[src/rtl/axi4_lite_pkg.sv]
`default_nettype none
// ============================================================================
//  Module      : axi4_lite_pkg
//  Description : Shared types and constants for the AXI4-Lite master engine:
//                FSM state encoding, FIR slave region codes and the
//                address-field helpers for the region selector bits.
//  Revision    : 1.0  initial release
// ============================================================================
package axi4_lite_pkg;

    // Master FSM states, explicitly encoded
    typedef enum logic [2:0] {
        IDLE    = 3'd0,
        RD_ADDR = 3'd1,
        RD_DATA = 3'd2,
        WR      = 3'd3,
        RESP    = 3'd4
    } state_t;

    // Region selector field position within a 32-bit address
    localparam int ADDR_REGION_MSB   = 31;
    localparam int ADDR_REGION_LSB   = 28;
    localparam int ADDR_REGION_WIDTH = ADDR_REGION_MSB - ADDR_REGION_LSB + 1;

    // FIR slave register regions
    localparam logic [ADDR_REGION_WIDTH-1:0] REG_CTRL     = 4'b0000;
    localparam logic [ADDR_REGION_WIDTH-1:0] REG_TAP_NUM  = 4'b0001;
    localparam logic [ADDR_REGION_WIDTH-1:0] REG_DATA_NUM = 4'b0010;
    localparam logic [ADDR_REGION_WIDTH-1:0] REG_TAP_BRAM = 4'b0011;

    // Extract the region selector from a full address
    function automatic logic [ADDR_REGION_WIDTH-1:0] addr_region(input logic [31:0] addr);
        return addr[ADDR_REGION_MSB:ADDR_REGION_LSB];
    endfunction

endpackage
`default_nettype wire

[src/rtl/axi4_lite_master_wdog.sv]
`default_nettype none
// ============================================================================
//  Module      : axi4_lite_master_wdog
//  Description : Stall watchdog. Counts cycles while enabled, restarts on
//                clear, and flags expiry when the count reaches limit-1.
//                A limit of zero disables expiry entirely.
//  Revision    : 1.0  initial release
// ============================================================================
module axi4_lite_master_wdog #(
    parameter int TIMEOUT_WIDTH = 8
) (
    input  logic                     clk,
    input  logic                     rst,
    input  logic                     i_clear,
    input  logic                     i_enable,
    input  logic [TIMEOUT_WIDTH-1:0] i_limit,
    output logic                     o_expire
);

    logic [TIMEOUT_WIDTH-1:0] r_count;

    // Cycle counter: clear has priority so a fresh state starts from zero
    always_ff @(posedge clk or posedge rst) begin
        if (rst) begin
            r_count <= '0;
        end else if (i_clear) begin
            r_count <= '0;
        end else if (i_enable) begin
            r_count <= r_count + TIMEOUT_WIDTH'(1);
        end
    end

    // Expiry is flagged in the last allowed cycle so the abort lands on the
    // following edge, exactly limit cycles after the stalled state began
    always_comb begin
        o_expire = 1'b0;
        if (i_enable && (i_limit != '0) && (r_count == i_limit - TIMEOUT_WIDTH'(1))) begin
            o_expire = 1'b1;
        end
    end

endmodule
`default_nettype wire

[src/rtl/axi4_lite_master.sv]
`default_nettype none
// ============================================================================
//  Module      : axi4_lite_master
//  Description : Single-outstanding AXI4-Lite master for the FIR config /
//                tap-RAM slave. Runs AR/R or AW/W handshakes for one command
//                at a time, returns read data or completion, and aborts with
//                an error response when the slave stalls past the watchdog.
//                The slave has no B channel, so none is implemented here.
//  Revision    : 1.0  initial release
// ============================================================================
module axi4_lite_master
    import axi4_lite_pkg::*;
#(
    parameter int pADDR_WIDTH   = 32,
    parameter int pDATA_WIDTH   = 32,
    parameter int TIMEOUT_WIDTH = 8
) (
    input  logic                     aclk,
    input  logic                     areset,
    // command side
    input  logic                     in_cmd_valid,
    output logic                     out_cmd_ready,
    input  logic                     in_cmd_write,
    input  logic [pADDR_WIDTH-1:0]   in_cmd_addr,
    input  logic [pDATA_WIDTH-1:0]   in_cmd_wdata,
    // response side
    output logic                     out_rsp_valid,
    input  logic                     in_rsp_ready,
    output logic [pDATA_WIDTH-1:0]   out_rsp_rdata,
    output logic                     out_rsp_err,
    input  logic [TIMEOUT_WIDTH-1:0] in_timeout,
    // read address channel
    output logic [pADDR_WIDTH-1:0]   out_m_araddr,
    output logic                     out_m_arvalid,
    input  logic                     in_m_arready,
    // read data channel
    input  logic [pDATA_WIDTH-1:0]   in_m_rdata,
    input  logic                     in_m_rvalid,
    output logic                     out_m_rready,
    // write address channel
    output logic [pADDR_WIDTH-1:0]   out_m_awaddr,
    output logic                     out_m_awvalid,
    input  logic                     in_m_awready,
    // write data channel
    output logic [pDATA_WIDTH-1:0]   out_m_wdata,
    output logic                     out_m_wvalid,
    input  logic                     in_m_wready
);

    state_t                   r_state;
    logic                     r_cmd_ready;
    logic [pADDR_WIDTH-1:0]   r_araddr;
    logic                     r_arvalid;
    logic                     r_rready;
    logic [pADDR_WIDTH-1:0]   r_awaddr;
    logic                     r_awvalid;
    logic [pDATA_WIDTH-1:0]   r_wdata;
    logic                     r_wvalid;
    logic                     r_aw_done;
    logic                     r_w_done;
    logic                     r_rsp_valid;
    logic [pDATA_WIDTH-1:0]   r_rsp_rdata;
    logic                     r_rsp_err;

    logic                     w_accept;
    logic                     w_ar_hs;
    logic                     w_r_hs;
    logic                     w_aw_hs;
    logic                     w_w_hs;
    logic                     w_wr_complete;
    logic                     w_wdog_clear;
    logic                     w_wdog_enable;
    logic                     w_expire;

    // Handshake decodes and watchdog control for the current cycle
    always_comb begin
        w_accept      = (r_state == IDLE) && r_cmd_ready && in_cmd_valid;
        w_ar_hs       = r_arvalid && in_m_arready;
        w_r_hs        = r_rready && in_m_rvalid;
        w_aw_hs       = r_awvalid && in_m_awready;
        w_w_hs        = r_wvalid && in_m_wready;
        w_wr_complete = (r_aw_done || w_aw_hs) && (r_w_done || w_w_hs);
        // restart the count on entry to any state that waits on the slave
        w_wdog_clear  = w_accept || ((r_state == RD_ADDR) && w_ar_hs);
        w_wdog_enable = (r_state == RD_ADDR) || (r_state == RD_DATA) || (r_state == WR);
    end

    axi4_lite_master_wdog #(
        .TIMEOUT_WIDTH (TIMEOUT_WIDTH)
    ) u_wdog (
        .clk      (aclk),
        .rst      (areset),
        .i_clear  (w_wdog_clear),
        .i_enable (w_wdog_enable),
        .i_limit  (in_timeout),
        .o_expire (w_expire)
    );

    // Master FSM with all outputs registered; a completing handshake always
    // takes priority over a watchdog expiry in the same cycle
    always_ff @(posedge aclk or posedge areset) begin
        if (areset) begin
            r_state     <= IDLE;
            r_cmd_ready <= 1'b0;
            r_araddr    <= '0;
            r_arvalid   <= 1'b0;
            r_rready    <= 1'b0;
            r_awaddr    <= '0;
            r_awvalid   <= 1'b0;
            r_wdata     <= '0;
            r_wvalid    <= 1'b0;
            r_aw_done   <= 1'b0;
            r_w_done    <= 1'b0;
            r_rsp_valid <= 1'b0;
            r_rsp_rdata <= '0;
            r_rsp_err   <= 1'b0;
        end else begin
            case (r_state)
                IDLE: begin
                    if (!r_cmd_ready) begin
                        // one idle cycle before offering the next command slot
                        r_cmd_ready <= 1'b1;
                    end else if (in_cmd_valid) begin
                        r_cmd_ready <= 1'b0;
                        if (in_cmd_write) begin
                            r_awaddr  <= in_cmd_addr;
                            r_wdata   <= in_cmd_wdata;
                            r_awvalid <= 1'b1;
                            r_wvalid  <= 1'b1;
                            r_aw_done <= 1'b0;
                            r_w_done  <= 1'b0;
                            r_state   <= WR;
                        end else begin
                            r_araddr  <= in_cmd_addr;
                            r_arvalid <= 1'b1;
                            r_state   <= RD_ADDR;
                        end
                    end
                end

                RD_ADDR: begin
                    if (w_ar_hs) begin
                        r_arvalid <= 1'b0;
                        r_rready  <= 1'b1;
                        r_state   <= RD_DATA;
                    end else if (w_expire) begin
                        r_arvalid   <= 1'b0;
                        r_rsp_valid <= 1'b1;
                        r_rsp_rdata <= '0;
                        r_rsp_err   <= 1'b1;
                        r_state     <= RESP;
                    end
                end

                RD_DATA: begin
                    if (w_r_hs) begin
                        r_rready    <= 1'b0;
                        r_rsp_valid <= 1'b1;
                        r_rsp_rdata <= in_m_rdata;
                        r_rsp_err   <= 1'b0;
                        r_state     <= RESP;
                    end else if (w_expire) begin
                        r_rready    <= 1'b0;
                        r_rsp_valid <= 1'b1;
                        r_rsp_rdata <= '0;
                        r_rsp_err   <= 1'b1;
                        r_state     <= RESP;
                    end
                end

                WR: begin
                    if (w_wr_complete) begin
                        r_awvalid   <= 1'b0;
                        r_wvalid    <= 1'b0;
                        r_aw_done   <= 1'b0;
                        r_w_done    <= 1'b0;
                        r_rsp_valid <= 1'b1;
                        r_rsp_rdata <= '0;
                        r_rsp_err   <= 1'b0;
                        r_state     <= RESP;
                    end else if (w_expire) begin
                        r_awvalid   <= 1'b0;
                        r_wvalid    <= 1'b0;
                        r_aw_done   <= 1'b0;
                        r_w_done    <= 1'b0;
                        r_rsp_valid <= 1'b1;
                        r_rsp_rdata <= '0;
                        r_rsp_err   <= 1'b1;
                        r_state     <= RESP;
                    end else begin
                        // channels finish independently; drop each valid after its own beat
                        if (w_aw_hs) begin
                            r_awvalid <= 1'b0;
                            r_aw_done <= 1'b1;
                        end
                        if (w_w_hs) begin
                            r_wvalid <= 1'b0;
                            r_w_done <= 1'b1;
                        end
                    end
                end

                RESP: begin
                    if (in_rsp_ready) begin
                        r_rsp_valid <= 1'b0;
                        r_rsp_rdata <= '0;
                        r_rsp_err   <= 1'b0;
                        r_state     <= IDLE;
                    end
                end

                default: begin
                    r_state <= IDLE;
                end
            endcase
        end
    end

    assign out_cmd_ready = r_cmd_ready;
    assign out_rsp_valid = r_rsp_valid;
    assign out_rsp_rdata = r_rsp_rdata;
    assign out_rsp_err   = r_rsp_err;
    assign out_m_araddr  = r_araddr;
    assign out_m_arvalid = r_arvalid;
    assign out_m_rready  = r_rready;
    assign out_m_awaddr  = r_awaddr;
    assign out_m_awvalid = r_awvalid;
    assign out_m_wdata   = r_wdata;
    assign out_m_wvalid  = r_wvalid;

endmodule
`default_nettype wire

[config.mk]
export PLATFORM = sky130hd
export DESIGN_NAME = axi4_lite_master
export DESIGN_NICKNAME = d
export VERILOG_FILES = /design/src/rtl/axi4_lite_pkg.sv /design/src/rtl/axi4_lite_master_wdog.sv /design/src/rtl/axi4_lite_master.sv
export SDC_FILE = /design/constraint.sdc
export NUM_CORES = 1
export LEC_CHECK = 0
export BUFFER_PORTS_ARGS = -buffer_cell sky130_fd_sc_hd__buf_2
export CAP_MARGIN = 20
export CORE_AREA = 2 2 126 128
export DETAILED_ROUTE_END_ITERATION = 7
export DIE_AREA = 0 0 128 130
export PLACE_DENSITY = 0.72
export SETUP_SLACK_MARGIN = 0.02
export SYNTH_ARGS = -nofsm -noshare
export SYNTH_HDL_FRONTEND = slang
export SYNTH_SLANG_ARGS = --single-unit
[constraint.sdc]
create_clock -name aclk -period 4.9 [get_ports aclk]
set_input_delay 0.245 -clock aclk [delete_from_list [all_inputs] [get_ports aclk]]
set_output_delay 0.245 -clock aclk [all_outputs]
set_load 0.005 [all_outputs]
==> results list, run 1 <==
* Run status: finished clean
- Number of DRC violations after detailed-routing iteration 0: 170
- Total iterations of the first detailed-routing run: 4
* # rows: 46
* Capture instance of the worst register-to-register path: out_m_wdata[5]$_DFFE_PP0P_
- Critical path arrival: 3170 ps
- The initial utilization of the core area, before any placement, comes to 42.8%.
* Critical Path Start Type: flip-flop
- Critical Setup Path Class: flip-flop to flip-flop
- Global routing used 19.9% of the available tracks across all layers.
- The largest single stage delay on the critical path is 840 ps.
- Relative to the synthesized area, the layout overhead comes to 29.5%.
- Most numerous cell types in the synthesized netlist: 148 x sky130_fd_sc_hd__dfrtp_1, 96 x sky130_fd_sc_hd__mux2_2, 56 x sky130_fd_sc_hd__a21oi_2
- Of the available clock period, the critical path in the final layout requires 58.7%.
- The clock reaches the later pin of the worst-skew pair after 410 ps.
- The congestion estimate from routability-driven global placement came to 0.796.
* Origin of the critical flop-to-flop path: r_state[0]$_DFFE_PP0P_
- In this run, CTS created clock tree buffers numbering 17.
- Bufs on Longest Clock Path: 2
- By area the synthesized netlist is led by sky130_fd_sc_hd__dfrtp_1 56%, sky130_fd_sc_hd__mux2_2 16%, sky130_fd_sc_hd__a21oi_2 7.4%.
- The number of different library cells used by synthesis comes to 45.
- Sequential element share of the synthesized area: 56.1%
- Synthesis inferred 148 register bits.
- Maximum net fanout on the critical path: 41
- Part of the power in registers: 40.3%
- The count of nets left with antenna violations once routing finished came out at 0.
- Share of final-layout standard cells stronger than drive strength 1: 56.1%
* Count of buffers inserted at the top-level ports: 247
* R2R cell count: 5
* Max-slew violation count: 0
- Most repeated cell in the gate-level netlist after synthesis: sky130_fd_sc_hd__dfrtp_1
* Sum of net half-perimeters after detailed placement: 11.6 mm
- In the synthesized netlist, the number of instances is 541.
- Number of global-route vias before repair: 5046
* Congestion Overflow GR: 0
- In the final timing run, aggregate negative setup slack is 0 ps.
- For this design, the sink count on the clock tree is 148.
- In this run the register-to-register setup slack is 2020 ps.
- Slowest cell on crit path: sky130_fd_sc_hd__and2_2
- The share of total power dissipated in combinational logic is 35.2%.
- Wire length of the first global-routing pass: 25.6 mm
- Proportion of netlist area held by the largest area contributor: 56.1%
- After detailed routing, the number of remaining DRC violations is 0.
- The worst setup path is captured at a flip-flop.
- Setup repair after global routing left no endpoint under its margin.
- In this run switching power makes up 32.6% of total power.
* Worst-case clock skew: 8.70 ps
- Gates resized, CTS repair: 0
- The clock tree synthesis step divided the H-tree into 4 levels.
- Path type of the worst min-delay path: primary input to asynchronous set/reset pin
- Hold repair after CTS inserted 0 buffers.
- Setup violations remaining at the end of the flow were counted as 0.
* Max transition margin: 33.6%
- Data on the critical path is required at its endpoint by 5200 ps.
- The internal power of the cells totals 3580 uW.
* Via density: 5.03
* Power per cell area: 622 nW/um2
* Avg WL per Cell: 16.5 um
* Launch point of the critical path: r_state[0]$_DFFE_PP0P_
- Number of maximum-capacitance violations: 0
- Cell family contributing the most delay on the critical path: simple AND/OR/NAND/NOR gates
- The core region is 15400 um2.
- After synthesis, the share of flip-flops with an asynchronous set or reset is 100%.
- Fin nets: 896
- Based on the critical path, the design can be clocked at up to 347 MHz.
- Maximum number of pins on one net before global-route repair: 105
- TritonCTS built the clock tree.
- Number of filler cells placed in the layout: 1381
- The Yosys step of the flow raised 0 warnings.
- Of all cell types, the one taking the most synthesized area is sky130_fd_sc_hd__dfrtp_1.
- The root buffer cell chosen for the clock tree is sky130_fd_sc_hd__clkbuf_16.
* Path length in cells of the critical path: 5
- The die covers 16600 um2.
* Synthesized cell area: 6600 um2
* IR drop worst, VDD: 0.321 mV
* Count of buffer and inverter cells on the critical path: 1
* Vias: 4953
- After detailed routing, the total wire length is 16.2 mm.
- Hold timing on the final database bottoms out at a slack of 45.1 ps.
- Y dimension of the die: 130 um
- Post-CTS Repair Setup Buffers: 0
- The signal on the critical path passes through nor3_1 > nor2b_1 > and2_2 > buf_4 > mux2_2.
- Chip Width: 128 um
- Clock-pin transition on the worst setup and hold timing paths: 60 ps
* Mean post-synth cell area: 12.2 um2
- For this design the static power due to leakage is 0.00404 uW.
- For the finished layout, the period the worst path requires is 2880 ps.
- For this design the total switching power over the nets is 1740 uW.
* Number of flops mapped to enable cells by yosys: 0
- The number of nets in the synthesized netlist is 657.
- The clock network is responsible for 24.5% of the overall power.
* Dominant register cell in the synthesized netlist: sky130_fd_sc_hd__dfrtp_1
* Count of boundary I/O pins: 248
* Actual transition at the worst max-transition pin: 995 ps
* Initial antenna violation count: 1
- The hold violation count in the final report is 0.
worst reg2reg max path, delay by kind of cell (launching register included):
family                 cells  cell delay [ps]
AND/OR/NAND/NOR            3             1420
multiplexers               1              380
flip-flops                 1              540
buffers and inverters      1              430
worst max path at each step:
stage,to,slack [ps]
5_1_grt,out_m_wdata[14]$_DFFE_PP0P_,1770
2_1_floorplan,out_cmd_ready$_DFFE_PP0N_,680
4_1_cts,out_m_awaddr[16]$_DFFE_PP0P_,2000
3_5_place_dp,out_rsp_rdata[30]$_DFFE_PP0P_,1970
6_report,out_m_wdata[5]$_DFFE_PP0P_,2020
3_3_place_gp,out_m_wdata[19]$_DFFE_PP0P_,2050
per-layer routing:
layer | wire length, um | track usage, %
met1 | 6530 | 23.6
met2 | 8050 | 33.3
met3 | 1350 | 7.42
met4 | 293 | 7.30
met5 | 0 | 0
layout by cell type (no fill, tap or decap), types with 4 or more instances in the layout:
| cell type | synthesis | routed |
|---|---|---|
| sky130_fd_sc_hd__xnor2_1 | 6 | 6 |
| sky130_fd_sc_hd__a21oi_1 | 19 | 19 |
| sky130_fd_sc_hd__inv_1 | 5 | 4 |
| sky130_fd_sc_hd__xor2_1 | 10 | 10 |
| sky130_fd_sc_hd__o21ai_0 | 5 | 5 |
| sky130_fd_sc_hd__a21oi_2 | 56 | 56 |
| sky130_fd_sc_hd__a31oi_1 | 4 | 4 |
| sky130_fd_sc_hd__dfrtp_1 | 148 | 148 |
| sky130_fd_sc_hd__nand2b_1 | 5 | 5 |
| sky130_fd_sc_hd__mux2_2 | 96 | 96 |
| sky130_fd_sc_hd__buf_2 | 11 | 247 |
| sky130_fd_sc_hd__nand3_1 | 6 | 6 |
| sky130_fd_sc_hd__nand4_1 | 4 | 4 |
| sky130_fd_sc_hd__clkbuf_16 | 0 | 17 |
| sky130_fd_sc_hd__buf_4 | 1 | 4 |
| sky130_fd_sc_hd__clkinv_4 | 0 | 4 |
| sky130_fd_sc_hd__nor2_1 | 53 | 51 |
| sky130_fd_sc_hd__o21ai_1 | 5 | 5 |
| sky130_fd_sc_hd__nor3_1 | 7 | 7 |
| sky130_fd_sc_hd__nand2_1 | 46 | 46 |
flip-flops by register name, indices dropped and copies added, names as in the netlist:
register        count
out_m_araddr       32
out_m_awaddr       32
out_m_wdata        32
out_rsp_rdata      32
u_wdog.r_count      8
r_state             3
out_cmd_ready       1
out_m_arvalid       1
out_m_awvalid       1
out_m_rready        1
out_m_wvalid        1
out_rsp_err         1
out_rsp_valid       1
r_aw_done           1
r_w_done            1
cell families (layout without fill, tap and decap cells):
family | count (synthesis) | after routing | share of synthesized area [%]
muxes | 96 | 96 | 16.4
DFF | 148 | 148 | 56.1
xor gates and xnor gates | 16 | 16 | 2.12
AOI/OAI and AO/OA | 110 | 110 | 13.2
adders and majority gates | 3 | 3 | 0.569
other | 0 | 1 | 0
and+or+nand+nor | 132 | 132 | 8.81
buffers and inverters | 36 | 286 | 2.77
power groups by stage:
| stage | combinational, uW | clock (uW) | sequential [uW] |
|---|---|---|---|
| 6_report | 1870 | 1300 | 2140 |
| 3_5_place_dp | 1900 | 0 | 2150 |
| 3_3_place_gp | 1860 | 0 | 2130 |
| 4_1_cts | 1910 | 1340 | 2140 |
| 2_1_floorplan | 1050 | 0 | 2160 |
| 5_1_grt | 2070 | 1390 | 2220 |
metrics by stage:
stage	setup slack (ps)	power (uW)	utilization (%)	instances	area (um2)
after global placement	2050	4000	51.6	953	7960
after floorplan	675	3210	-	541	6600
after CTS	2000	5390	55.4	983	8550
final	2020	5320	55.4	984	8550
after detailed placement	1970	4050	51.6	953	7960
after global routing	1770	5680	55.4	983	8550
final cells by class:
cell class / instances / area, um2 / share of cell area (%)
Clock inverter: 11 / 155 / 1.81
Sequential cell: 148 / 3700 / 43.3
Inverter: 5 / 23.8 / 0.278
Multi-Input combinational cell: 357 / 2730 / 31.9
Clock buffer: 19 / 433 / 5.06
Timing Repair Buffer: 251 / 1270 / 14.8
Tap cell: 192 / 240 / 2.81
Antenna cell: 1 / 2.50 / 0.0293
Note: power is estimated with default switching activity, not from simulation.
==> run 2, diff against run 1 <==
PLACE_DENSITY = 0.75   (was 0.72)
clock period = 2.4 ns   (was 4.9 ns; I/O delays follow)
==> results list, run 2 (synthesis results as in run 1) <==
* Largest incremental delay on the critical path: 470 ps (-370 ps)
- Fin nets: 1010 (+13%)
- Final WL: 18.7 mm (+15%)
* Design internal power: 7350 uW (+110%)
* Initial antenna violation count: 2 (+1)
* Clock tree sinks: 148 (unchanged)
* Power per cell area: 1150 nW/um2 (+85%)
- Count of buffers inserted at the top-level ports: 247 (unchanged)
* Run status: finished clean
- The final cell count without fillers came to 1099 (+12%).
* IR drop worst, VDD: 0.726 mV (+130%)
* Number of global-route vias before repair: 5786 (+15%)
- The first-pass GRT wire length came to 29.6 mm (+15%).
- The signal on the critical path passes through o21ba_2 > and3_1 > o2111ai_1 > a2111o_2 > buf_12 > a21oi_1 > a21oi_1.
* Critical path required time: 2700 ps (-2500 ps)
* Latest clock arrival within the worst-skew pair: 420 ps (about the same)
- The placed wire-length estimate was 11.9 mm (+2.8%).
- Inst Count DP: 967 (+1.5%)
* Die Area: 16600 um2 (unchanged)
* Slowest cell on crit path: sky130_fd_sc_hd__dfrtp_1
* Final critical-path share of the clock period: 90.9% (+32 points)
* Area growth from synthesis to layout: 46.9%
- Final cell utilization of the core: 62.9% (+7.4 points)
* Commonest cells after routing, fill and taps aside: 247 x sky130_fd_sc_hd__buf_2, 148 x sky130_fd_sc_hd__dfrtp_1, 100 x sky130_fd_sc_hd__dlygate4sd3_1
- The arrival time at the worst endpoint was 2480 ps (-690 ps).
- The min-delay analysis places its worst path in the category primary input to flip-flop.
- The remaining routing DRC violations was 0 (unchanged).
- The fill cell instance count of the final layout came to 1167 (-15%).
- TritonCTS built the clock tree.
- The iteration-0 DRC count of the detailed router was 187 (+10%).
- Y dimension of the die: 130 um (unchanged)
* Bufs on Longest Clock Path: 2 (unchanged)
* Max transition margin: 58.1% (+24 points)
- Maximum number of pins on one net before global-route repair: 116 (+10%)
- The net switching share of the total power is 34.0% (+1.4 points).
- The global-route usage over all layers came to 22.8% (+3.0 points).
- Initial Utilization: 42.8% (unchanged)
- The residual antenna-violating net count after detailed routing came to 0 (unchanged).
- Final weighted congestion in routability-driven placement: 0.759 (-4.6%)
- The max-slew violation total from the final report is 0 (unchanged).
- Most common library cell in the layout ignoring fill and taps: sky130_fd_sc_hd__buf_2
* Total iterations of the first detailed-routing run: 4 (unchanged)
- The worst setup path is captured at a flip-flop.
- The CTS buffer count was 17 (unchanged).
* H-tree depth reported by CTS: 4 (unchanged)
- Worst-case clock skew: 16.1 ps (+7.42 ps)
- Count of boundary I/O pins: 248 (unchanged)
* Leakage power of the design: 0.00452 uW (+12%)
* Sw Pwr: 3790 uW (+120%)
* Congestion Overflow GR: 0 (unchanged)
- STA classifies the critical path startpoint as a flip-flop.
- Part of the power in registers: 39.4% (-0.9 points)
- Maximum net fanout on the critical path: 34 (-17%)
- The core region area was 15400 um2 (unchanged).
- Critical Setup Path Class: flip-flop to flip-flop
- Unrepaired setup endpoints after global routing: no
* Vias: 5566 (+12%)
* # rows: 46 (unchanged)
* Master cell of the clock root buffer: sky130_fd_sc_hd__clkbuf_16
- The part of the power in combinational logic came to 37.7% (+2.5 points).
- Max Clk Rate: 458 MHz (+32%)
* Clock-pin transition on the worst setup and hold timing paths: 60 ps (about the same)
- Number of maximum-capacitance violations: 0 (unchanged)
* Final critical path time including I/O delays and setup: 2180 ps (-696 ps)
* Power share of the clock group: 22.9% (-1.6 points)
* Final hold vios: 0 (unchanged)
* Via density: 5.06 (+0.62%)
- Actual transition at the worst max-transition pin: 624 ps (-371 ps)
- Most common cell on crit path: sky130_fd_sc_hd__a21oi_1
- The number of setup violations in the final report was 0 (unchanged).
- The share of post-route cells with drive strength above 1 came to 50.9% (-5.2 points).
- The summed negative setup slack over all endpoints was 0 ps (unchanged).
- Chip Width: 128 um (unchanged)
- The wire length per cell after detailed routing is 17.0 um (+3.3%).
==> run 2: changes by cell type in the layout (fill, tap and decap cells not counted), sizes merged <==
cell and change:
clkinv -5, dlygate4sd3 +100, buf +14, inv +3
clkinvlp +5, bufinv -2
==> run 2: power groups by stage <==
stage | combinational [uW] | sequential [uW] | clock [uW]
after CTS | 4160 | 4350 | 2610
after detailed placement | 4030 | 4360 | 0
after floorplan | 2140 | 4410 | 0
after global placement | 3920 | 4320 | 0
final | 4200 | 4390 | 2560
after global routing | 4590 | 4540 | 2720
==> run 2: critical path: cells and delay by family, from the launching register on <==
kind | cells | cell delay [ps]
AOI/OAI and AO/OA | 5 | 1170
DFF | 1 | 470
and+or+nand+nor | 1 | 200
buffers and inverters | 1 | 200
==> run 2: worst paths after layout <==
kind	depth (start not counted)	slack, ps	endpoint	start
worst max-delay path	7	220	out_rsp_rdata[28]$_DFFE_PP0P_	r_state[2]$_DFFE_PP0P_
worst min-delay path	4	30	r_state[2]$_DFFE_PP0P_	in_rsp_ready
worst max register to register	7	220	out_rsp_rdata[28]$_DFFE_PP0P_	r_state[2]$_DFFE_PP0P_
worst min register to register	1	500	r_w_done$_DFFE_PP0P_	r_w_done$_DFFE_PP0P_
max in group asynchronous	4	1470	out_rsp_valid$_DFFE_PP0P_	areset
min in group asynchronous	4	400	out_m_awaddr[5]$_DFFE_PP0P_	areset
==> run 2: cell type report <==
| type | count | area [um2] | area share, % |
|---|---|---|---|
| sequential | 148 | 3700 | 38.2 |
| multi-input combinational | 357 | 2730 | 28.2 |
| timing repair buffer | 365 | 2430 | 25.1 |
| clock buffer | 19 | 443 | 4.57 |
| tap | 192 | 240 | 2.48 |
| clock inverter | 12 | 120 | 1.24 |
| inverter | 5 | 22.5 | 0.232 |
| antenna | 1 | 2.50 | 0.0258 |
==> run 2: what timing repair did <==
action,in CTS,in global routing
endpoints found under the hold margin,279,0
hold buffers,100,0
endpoints found under the setup margin,0,36
resized for setup,0,1
setup buffers,0,0
==> run 2: layer usage <==
layer	up-vias	global-route usage, %	wire (um)
met5	-	0	8
met1	2695	27.2	7520
li1	2608	-	-
met3	32	8.45	1510
met4	2	8.08	422
met2	229	38.3	9250
==> run 2: per-stage QoR <==
step | worst slack, ps | hold WS, ps | cell area, um2 | total power, uW
4_1_cts | 170 | 3.76 | 9690 | 11100
6_report | 218 | 28.7 | 9700 | 11100
2_1_floorplan | 289 | 271 | 6610 | 6540
3_3_place_gp | 178 | 294 | 8130 | 8240
5_1_grt | 76.9 | 62.0 | 9700 | 11800
3_5_place_dp | 124 | 284 | 8130 | 8390
==> run 3, diff against run 2 <==
CORE_AREA = 2 2 147 149   (was 2 2 126 128)
DIE_AREA = 0 0 149 151   (was 0 0 128 130)
PLACE_DENSITY = unset   (was 0.75)
==> results list, run 3 (synthesis results as in run 1) <==
- Wire length of the first global-routing pass: 28.1 mm (-5.0%)
- Number of failing setup endpoints in the final timing report: 0 (unchanged)
- The final total power was 11100 uW (-0.30%).
- The met1 track demand over resource in global routing is 19.3% (-7.9 points).
- Critical Setup Path Class: flip-flop to flip-flop
- Maximum number of pins on one net before global-route repair: 71 (-39%)
- Number of maximum-capacitance violations: 0 (unchanged)
- The required time at the worst-slack endpoint is 2630 ps (-70 ps).
- Sum of net half-perimeters after detailed placement: 11.4 mm (-4.3%)
- Total DRC errors in the routed layout: 0 (unchanged)
* Run status: finished clean
* Share of final-layout standard cells stronger than drive strength 1: 51.0% (+0.11 points)
- The hold violation count in the final report was 0 (unchanged).
- Number of filler cells placed in the layout: 1891 (+62%)
- TritonCTS built the clock tree.
* Leakage power of the design: 0.00456 uW (+0.77%)
- The max-slew violation total from the final report came to 0 (unchanged).
- The number of gates given a new drive strength after cts was 0 (unchanged).
- Worst Hold Margin: 46.4 ps (+17.7 ps)
- Relative to the synthesized area, the layout overhead comes to 49.1%.
* Power per cell area: 1130 nW/um2 (-1.7%)
- Actual transition at the worst max-transition pin: 1000 ps (+379 ps)
- The routed via count divided by cell count is 4.56 (-9.9%).
* Placeable core region: 20800 um2 (+35%)
- Post-CTS Repair Setup Buffers: 0 (unchanged)
- The number of antenna violations at the first check in global routing came to 0 (-2).
* DRT antenna net count: 0 (unchanged)
- The maximum count of clock buffers along a single path is 2 (unchanged).
* Path type of the worst min-delay path: primary input to flip-flop
- Max transition margin: 33.1% (-25 points)
- Antenna cell count: 0 (-1)
- Worst-case clock skew: 14.4 ps (-1.76 ps)
- Congestion Overflow GR: 0 (unchanged)
- Final critical-path share of the clock period: 90.5% (-0.48 points)
* Met2 Track Usage GR: 27.0% (-11 points)
- The worst-skew pair later-pin latency was 410 ps (about the same).
* Number of DRC violations after detailed-routing iteration 0: 265 (+42%)
* IR drop worst, VDD: 0.547 mV (-25%)
* Die Area: 22500 um2 (+35%)
- Most common library cell in the layout ignoring fill and taps: sky130_fd_sc_hd__buf_2
- Critical path arrival: 2400 ps (-80 ps)
- The number of buffers inserted for hold repair after clock tree synthesis came to 100 (unchanged).
* Y dimension of the die: 151 um (+16%)
* Commonest cells after routing, fill and taps aside: 247 x sky130_fd_sc_hd__buf_2, 148 x sky130_fd_sc_hd__dfrtp_1, 100 x sky130_fd_sc_hd__dlygate4sd3_1
- Final WL: 17.6 mm (-6.1%)
- Number of global-route vias before repair: 5679 (-1.8%)
- Clock tree sinks: 148 (unchanged)
* GRT Resource Usage Total: 15.8% (-7.0 points)
* Avg WL per Cell: 14.9 um (-13%)
* Master cell of the clock root buffer: sky130_fd_sc_hd__clkbuf_16
* # rows: 53 (+15%)
* Chip Width: 149 um (+16%)
- The placer's final routability congestion estimate is 0.775 (+2.1%).
- The register clock-pin slew on the reported worst setup and hold paths was 60 ps (about the same).
* Count of buffers inserted at the top-level ports: 247 (unchanged)
- STA classifies the critical path endpoint as a flip-flop.
- Count of boundary I/O pins: 248 (unchanged)
* Max Clk Rate: 461 MHz (+0.53%)
- Multi-input logic area: 2730 um2 (-0.18%)
* Met3 demand-to-capacity share in global routing: 4.16% (-4.3 points)
- Total iterations of the first detailed-routing run: 4 (unchanged)
- The initial core utilization is 31.7% (-11 points).
- The time the final worst path needs with I/O delays and setup came to 2170 ps (-11.4 ps).
- Critical Path Start Type: flip-flop
- Setup repair after global routing left no endpoint under its margin.
- The H-tree level count is 4 (unchanged).
- Maximum net fanout on the critical path: 34 (unchanged)
* Global route hottest layer: met2
- TritonCTS Buffers: 17 (unchanged)
- Fin nets: 1011 (+0.099%)
* Vias: 5397 (-3.0%)
- The summed negative setup slack over all endpoints came to 0 ps (unchanged).
- The register cell area after layout was 3700 um2 (unchanged).
[run 3: report_power, final]
part | internal [uW] | switching, uW | total [uW]
clock | 1600 | 1090 | 2690
combinational | 2210 | 1880 | 4090
sequential | 3660 | 665 | 4330
total | 7470 | 3640 | 11100
[run 3: path summary, 6_finish.rpt]
check / slack, ps / end / startpoint / cells after the start
setup / recovery: 230 / out_rsp_rdata[28]$_DFFE_PP0P_ / u_wdog.r_count[7]$_DFFE_PP0P_ / 7
hold / removal: 50 / r_state[2]$_DFFE_PP0P_ / in_rsp_ready / 4
setup reg to reg: 230 / out_rsp_rdata[28]$_DFFE_PP0P_ / u_wdog.r_count[7]$_DFFE_PP0P_ / 7
hold reg to reg: 490 / r_w_done$_DFFE_PP0P_ / r_w_done$_DFFE_PP0P_ / 1
max in group asynchronous: 1400 / out_m_araddr[23]$_DFFE_PP0P_ / areset / 4
min in group asynchronous: 280 / out_m_wdata[21]$_DFFE_PP0P_ / areset / 3
[run 3: cell type report]
class / instances / area share [%]
tap: 275 / 3.50
inverter: 5 / 0.229
clock inverter: 13 / 1.49
timing repair buffer: 366 / 24.8
clock buffer: 19 / 4.60
sequential: 148 / 37.6
multi-input combinational: 357 / 27.7
[run 3: routing by layer]
metal	up-vias	wire length, um
li1	2605	-
met1	2586	7580
met2	186	8540
met3	20	1120
met4	0	340
met5	-	0
[run 3: metrics by stage]
stage	area, um2	setup WS [ps]	std cells	util (%)
CTS	9840	241	1183	47.3
global route	9840	98.2	1183	47.3
global placement	8240	127	1051	39.6
floorplan	6610	289	541	-
finish	9840	229	1183	47.3
detailed placement	8240	102	1051	39.6
[run 3: worst max-delay path, cell delays in order (launching register included)]
cell                        delay, ps
sky130_fd_sc_hd__dfrtp_1          430
sky130_fd_sc_hd__xor2_1           190
sky130_fd_sc_hd__a2111oi_2        380
sky130_fd_sc_hd__a311oi_2          80
sky130_fd_sc_hd__a2111o_2         460
sky130_fd_sc_hd__buf_12           200
sky130_fd_sc_hd__a21oi_1          170
sky130_fd_sc_hd__a21oi_1           60
